==> config.mk <==
export PLATFORM = sky130hd
export DESIGN_NAME = controlador_barrido_display
export DESIGN_NICKNAME = d
export VERILOG_FILES = /design/src/rtl/controlador_barrido_display.sv
export SDC_FILE = /design/constraint.sdc
export NUM_CORES = 1
export LEC_CHECK = 0
export BUFFER_PORTS_ARGS = -buffer_cell sky130_fd_sc_hd__buf_2
export CAP_MARGIN = 20
export CORE_ASPECT_RATIO = 2
export CORE_MARGIN = 1.5
export CORE_UTILIZATION = 50
export CTS_CLUSTER_DIAMETER = 150
export CTS_CLUSTER_SIZE = 10
export DETAILED_ROUTE_END_ITERATION = 16
export PLACE_DENSITY = 0.77
export SYNTH_ARGS = -nofsm -noshare
export SYNTH_HDL_FRONTEND = slang
export SYNTH_SLANG_ARGS = --single-unit
==> constraint.sdc <==
create_clock -name clock -period 2 [get_ports clock]
set_clock_uncertainty 0.1 [all_clocks]
set_input_delay 0.1 -clock clock [delete_from_list [all_inputs] [get_ports clock]]
set_output_delay 0.1 -clock clock [all_outputs]
set_load 0.01 [all_outputs]
==> src/rtl/controlador_barrido_display.sv <==
// Four-digit multiplexed 7-segment scan controller with a background binary-to-BCD
// (double-dabble) converter that refreshes the shown value once per scan frame.
module controlador_barrido_display #(
    parameter int DIV_REFRESCO = 100000,
    parameter bit BLANK_CEROS  = 1'b1
) (
    input  logic       clock,
    input  logic       reset_n,
    input  logic       control,
    input  logic [7:0] frecuencia,
    input  logic [9:0] corriente,
    output logic [3:0] selec_digito,
    output logic [3:0] digito,
    output logic       ocupado
);

    localparam int CW = $clog2(DIV_REFRESCO);

    typedef enum logic [1:0] {REPOSO, CAPTURA, CONVIERTE, CARGA} estado_t;

    logic [CW-1:0]   contador;
    logic [1:0]      indice;
    logic            fin_slot;
    logic            vuelta;

    estado_t         estado, estado_sig;
    logic [3:0]      iteracion;
    logic [9:0]      desplaza;
    logic [15:0]     bcd, bcd_ajustado;
    logic [3:0][3:0] pantalla, pantalla_nueva;
    logic            captura_en, convierte_en, carga_en;

    assign fin_slot = (contador == CW'(DIV_REFRESCO - 1));
    assign vuelta   = fin_slot && (indice == 2'd3);

    // NOTE: sequential state uses non-blocking assignments so every register samples pre-edge values.
    always_ff @(posedge clock or negedge reset_n) begin
        if (!reset_n) begin
            contador <= '0;
            indice   <= 2'd0;
        end else if (fin_slot) begin
            contador <= '0;
            indice   <= indice + 2'd1;
        end else begin
            contador <= contador + 1'b1;
        end
    end

    // Outputs lag the counter by one cycle, so the edge after reset release emits slot 0's guard.
    always_ff @(posedge clock or negedge reset_n) begin
        if (!reset_n) begin
            selec_digito <= 4'b1111;
            digito       <= 4'hF;
        end else if (contador == '0) begin
            selec_digito <= 4'b1111;
            digito       <= pantalla[indice];
        end else begin
            selec_digito <= ~(4'b0001 << indice);
        end
    end

    always_ff @(posedge clock or negedge reset_n) begin
        if (!reset_n) estado <= REPOSO;
        else          estado <= estado_sig;
    end

    // NOTE: every always_comb output gets a default first, so no path can infer a latch.
    always_comb begin
        estado_sig = estado;
        case (estado)
            REPOSO:    if (vuelta) estado_sig = CAPTURA;
            CAPTURA:   estado_sig = CONVIERTE;
            CONVIERTE: if (iteracion == 4'd9) estado_sig = CARGA;
            CARGA:     estado_sig = REPOSO;
            default:   estado_sig = REPOSO;
        endcase
    end

    always_comb begin
        ocupado      = (estado != REPOSO);
        captura_en   = (estado == CAPTURA);
        convierte_en = (estado == CONVIERTE);
        carga_en     = (estado == CARGA);
    end

    always_comb begin
        bcd_ajustado = bcd;
        for (int n = 0; n < 4; n++) begin
            if (bcd[4*n +: 4] >= 4'd5) bcd_ajustado[4*n +: 4] = bcd[4*n +: 4] + 4'd3;
        end
    end

    // Blanking cascades from millares down; unidades always shows its digit.
    always_comb begin
        pantalla_nueva = bcd;
        if (BLANK_CEROS) begin
            if (bcd[15:12] == 4'd0) begin
                pantalla_nueva[3] = 4'hF;
                if (bcd[11:8] == 4'd0) begin
                    pantalla_nueva[2] = 4'hF;
                    if (bcd[7:4] == 4'd0) pantalla_nueva[1] = 4'hF;
                end
            end
        end
    end

    // NOTE: the small display register is reset explicitly so the first frame shows "0", not garbage.
    always_ff @(posedge clock or negedge reset_n) begin
        if (!reset_n) begin
            desplaza  <= '0;
            bcd       <= '0;
            iteracion <= 4'd0;
            pantalla  <= {4'hF, 4'hF, 4'hF, 4'h0};
        end else begin
            if (captura_en) begin
                desplaza  <= control ? {2'b00, frecuencia} : corriente;
                bcd       <= '0;
                iteracion <= 4'd0;
            end
            if (convierte_en) begin
                {bcd, desplaza} <= {bcd_ajustado, desplaza} << 1;
                iteracion       <= iteracion + 4'd1;
            end
            if (carga_en) pantalla <= pantalla_nueva;
        end
    end

endmodule

# Word-level counts from Yosys, hierarchy flattened
# Index checks and enable logic that the tools add are counted.
dict set report classes {
  add_sub_neg 7
  n_lt_le_gt_ge 5
  eq_ne 8
  n_shift 1
  mux 21
  bitwise_logic 1
  reduce_logical 9
}
# operator n
set op_table {}
lappend op_table {{two-way mux 16 bit} 2}
lappend op_table {{two-way mux 4 bit} 8}
lappend op_table {{two-way mux 10 bit} 3}
lappend op_table {{adder 17 x 1 -> 17 bit (second input constant)} 1}
lappend op_table {{equality test 17 bit (second input constant)} 1}
lappend op_table {{zero test 17 bit} 1}
lappend op_table {{two-way mux 17 bit} 1}
lappend op_table {{greater-or-equal comparator 4 x 3 -> 1 bit (second input constant)} 4}
lappend op_table {{adder 4 x 2 -> 4 bit (second input constant)} 3}
lappend op_table {{zero test 4 bit} 3}
lappend op_table {{two-way mux 12 bit} 1}
lappend op_table {{binary-select mux 4 bit (select 2 bit)} 1}
lappend op_table {{two-way mux 8 bit} 1}
lappend op_table {{one-hot mux 2 bit (4 select lines)} 1}
lappend op_table {{equality test 2 bit (second input constant)} 3}
lappend op_table {{adder 4 x 1 -> 4 bit (second input constant)} 1}
lappend op_table {{equality test 4 bit (second input constant)} 1}
lappend op_table {{two-way mux 2 bit} 2}
lappend op_table {{inverter 4 bit} 1}
lappend op_table {{nonzero test 2 bit} 2}
lappend op_table {{<< shifter 1 x 2 -> 4 bit (first input constant)} 1}
lappend op_table {{adder 3 x 2 -> 3 bit (second input constant)} 1}
lappend op_table {{less-than comparator 2 x 3 -> 1 bit (second input constant)} 1}
lappend op_table {{two-way mux 3 bit} 1}
lappend op_table {{other kinds (7)} 7}
dict set report totals {
  register_bits 75
  out_inout_bits 9
}

# Longest topological paths before layout
dict set report logic_depth {
  word_depth 4
  depth_mapped 7
}

# Least setup slack after synthesis
# No wires, ideal clock.
dict set report synth_path {
  kind {flip-flop to flip-flop}
  from {register contador[11]}
  to {register digito[0]}
  setup_time_ps 82
  arrival_ps 1803
  required_ps 1818
  setup_slack_ps 15
  stages_incl_launch_ff 5
  n_path_buf 0
  synth_period_minus_slack_ps 1985
  cell_sequence {dfrtp_1 > or4_4 > or2_1 > nor3_4 > mux2_2}
}
dict set report synth_between {
  elab_chain_cells 1
}
# element line_no
set synth_lines {}
lappend synth_lines {{start: declaration} 21} ;# logic [CW-1:0] contador;
lappend synth_lines {{start signal: assignment} 45} ;# contador <= contador + 1'b1;
lappend synth_lines {{zero test 17 bit} 54} ;# end else if (contador == '0) begin
lappend synth_lines {{end signal: assignment} 56} ;# digito <= pantalla[indice];
lappend synth_lines {{end: declaration} 13} ;# output logic [3:0] digito,
# No other way between the ends.
# A chain may end at the register's enable or synchronous reset.

# Final worst setup path
# Same ends and word-level chain as after synthesis.

==> impl_metrics.ini <==
[power_and_ir_drop]
ir_drop_uv = 652
p_per_area_nw_per_um2 = 708
p_leak_nw = 2.01

[worst_setup_path]
end_kind = flip-flop
worst-path-buf-inv = 0
max_stage_delay_ns = 0.56
r2r-end = digito[0]
cp.arrival_ns = 2.14
cp_cell_sequence = or4_4 > or2_4 > nor3_4 > mux2_2
r2r-start = contador[11]
crit_required_ns = 2.17
r2r_cells = 4
r2r_slack_ns = 0.02
cp_max_fo = 4
crit_family = simple AND/OR/NAND/NOR gates
critPathSlowestCell = or4_4
path_class = flip-flop to flip-flop
start_kind = flip-flop

[floorplan]
dieWidth_um = 65.0
core-area_um2 = 7540
initial_utilization_pct = 50.9
core.rowCount = 45
die_height_um = 127
pin_count = 30
dieArea_um2 = 8250

[placed_design]
dpl_cell_area_um2 = 4180
gp_congestion = 0.804
hpwlAfterDp_mm = 5.40
io_buffers = 29

[flow_run]
cap_violations = 0

[yosys]
yosysUniqueCellTypes = 46
synth.top_cell.area_share_pct = 35.8
synth_fp_nets = 397
synth_seq_area_share_pct = 49.5
synth_common_cells = dfrtp_1 (55), nor2_1 (29), inv_1 (27)
synth_edf_count = 0
syn_area_per_cell_um2 = 10.8
synthTopCellsByArea = dfrtp_1 (36%), dfstp_2 (14%), ha_1 (6.2%)
yosys.area.top_type = dfrtp_1
syn_area_um2 = 3840
synth-adder-area-share_pct = 6.19
synth_top_family_by_area = simple AND/OR/NAND/NOR gates
synth_seq_cells = 75
syn_inst = 357
synth-async-reset-ratio_pct = 100
synth-compound-area-share_pct = 10.9
yosys.area_share.simple_pct = 13.6
ys_dominant_reg_cell = dfrtp_1
ys_warn_count = 0
synthXorXnorAreaFrac_pct = 4.33
synthMuxAreaShare_pct = 10.9
yosysMostFrequentCell = dfrtp_1

[final_layout]
drive_above_1_share_pct = 27.9
antenna_cells = 0
final_util_pct = 59.7
syn2layout_area_growth_pct = 17.3
fin_area_um2 = 4510
layout.nets = 440
fillerInstances = 643

[cts]
clk_pin_slew_ns = 0.06
cts_tree = done
cts_max_level = 3
ctsLongestPathBuffers = 2
clockRootBuffer = clkbuf_16
cts_inserted_buffers = 9
clkLatencyLatePin_ns = 0.34
numClockSinks = 75

[timing]
grt_setup_unrepaired = yes
layout_min_cycle_time_ns = 1.98
slew_violations = 0
finalSetupViolations = 0
max_freq_ghz = 0.506
max-slew-margin-rel_pct = 66.6
finalHoldViolCount = 0
tightest_slew_ns = 0.501
finalCritPeriodShare_pct = 98.8

[grt]
grt_max_degree = 56
grtUsageTotal_pct = 21.3
grt_pass1_wl_mm = 13.5
overflow = 0
grt_pass1_vias = 2941
antenna_found_initial = 0

[hold_path]
min-delay-start = corriente[0]
hold_end = desplaza[0]
hold_path.class = input port to flip-flop
hold_path_depth = 4

[drt]
viasPerCell = 5.56
drt_iter0_markers = 163
drc_errors = 0
routed_wl_mm = 7.73
wire_per_inst_um = 15.5
drtPass1Iterations = 4
vias = 2772
final_antenna_net_count = 0

[outcome]
outcome = finished, final reports clean
worst max path at each step:
stage | cells after the start | startpoint | to
finish | 4 | contador[11] | digito[0]
global route | 4 | contador[11] | digito[1]
CTS | 4 | contador[11] | digito[0]
detailed placement | 4 | contador[11] | digito[1]
global placement | 4 | contador[11] | digito[0]
floorplan | 4 | contador[11] | digito[0]
cell families (layout without fill, tap and decap cells):
| kind of cell | Yosys count | in the layout |
|---|---|---|
| muxes | 34 | 34 |
| xor gates and xnor gates | 19 | 19 |
| AOI/OAI and AO/OA | 67 | 67 |
| DFF | 75 | 75 |
| buffers and inverters | 43 | 91 |
| and+or+nand+nor | 100 | 100 |
| adders and majority gates | 19 | 19 |
flip-flops by register name, summed over array words and instances (netlist names):
signal and cells:
indice 2, contador 17, desplaza 10, estado 2, pantalla 16, selec_digito 4
digito 4, iteracion 4, bcd 16
cells in the final DEF, fill, tap and decap left out, types with 4 or more instances in the layout:
cell | netlist | final
a31oi_1 | 4 | 4
buf_4 | 0 | 15
nor2_1 | 29 | 29
nor3_1 | 6 | 6
or3_1 | 5 | 5
nand3_1 | 9 | 9
dfstp_2 | 20 | 20
mux2_2 | 20 | 20
dfrtp_1 | 55 | 55
mux2i_1 | 9 | 9
mux4_2 | 4 | 4
buf_2 | 0 | 29
clkbuf_16 | 0 | 10
o21ai_0 | 15 | 15
xor2_1 | 5 | 5
nand4_1 | 5 | 5
nand2_1 | 22 | 22
o22ai_1 | 12 | 12
o22a_1 | 4 | 4
xnor2_1 | 14 | 14
nand2b_1 | 6 | 6
a21oi_1 | 19 | 19
ha_1 | 19 | 19
inv_1 | 27 | 27
repair_timing:
item | 4_1_cts | 5_1_grt
buffers inserted | 0 | 0
hold endpoints to repair | 21 | 0
pin swaps | 2 | 0
hold buffers | 2 | 0
resized for setup | 1 | 0
setup endpoints to repair | 5 | 4
worst register-to-register path: stages (launching register included):
cell and delay (ns):
dfrtp_1 0.38, or4_4 0.56, or2_4 0.30, nor3_4 0.20, mux2_2 0.37
per-layer routing:
metal | wire length [µm] | GRT usage, % | part of all wire, %
met5 | 0 | 0 | 0
met4 | 282 | 11.9 | 3.7
met3 | 202 | 4.14 | 2.6
met2 | 4320 | 38.1 | 56
met1 | 2920 | 22.8 | 38
stage by stage:
step           std cells  hold slack [ns]  TNS, ns  total power [mW]  setup WS (ns)
2_1_floorplan        357           -0.296        0              1.57         0.0147
3_3_place_gp         481          -0.0158  -0.0919              1.62        -0.0231
3_5_place_dp         481         -0.00539   -0.191              1.62        -0.0501
4_1_cts              499           0.0404        0              3.22         0.0181
5_1_grt              499           0.0957   -0.149              3.27        -0.0407
6_report             499           0.0429        0              3.19         0.0231
area by class of cell:
type / instances / area [µm²] / area share, %
Tap cell: 94 / 118 / 2.61
Inverter: 27 / 101 / 2.25
Multi-Input combinational cell: 239 / 1770 / 39.2
Clock buffer: 13 / 282 / 6.25
Sequential cell: 75 / 1900 / 42.2
Timing Repair Buffer: 48 / 318 / 7.05
Clock inverter: 3 / 17.5 / 0.389
where the power goes:
group          leakage [nW]  total (mW)  switching, mW  internal [mW]
Sequential            0.951        1.52              0           1.52
Clock                 0.152        1.59          0.612          0.983
Combinational         0.903      0.0755         0.0443         0.0312
Total                  2.01        3.19          0.656           2.53
Note: power is estimated with default switching activity, not from simulation.
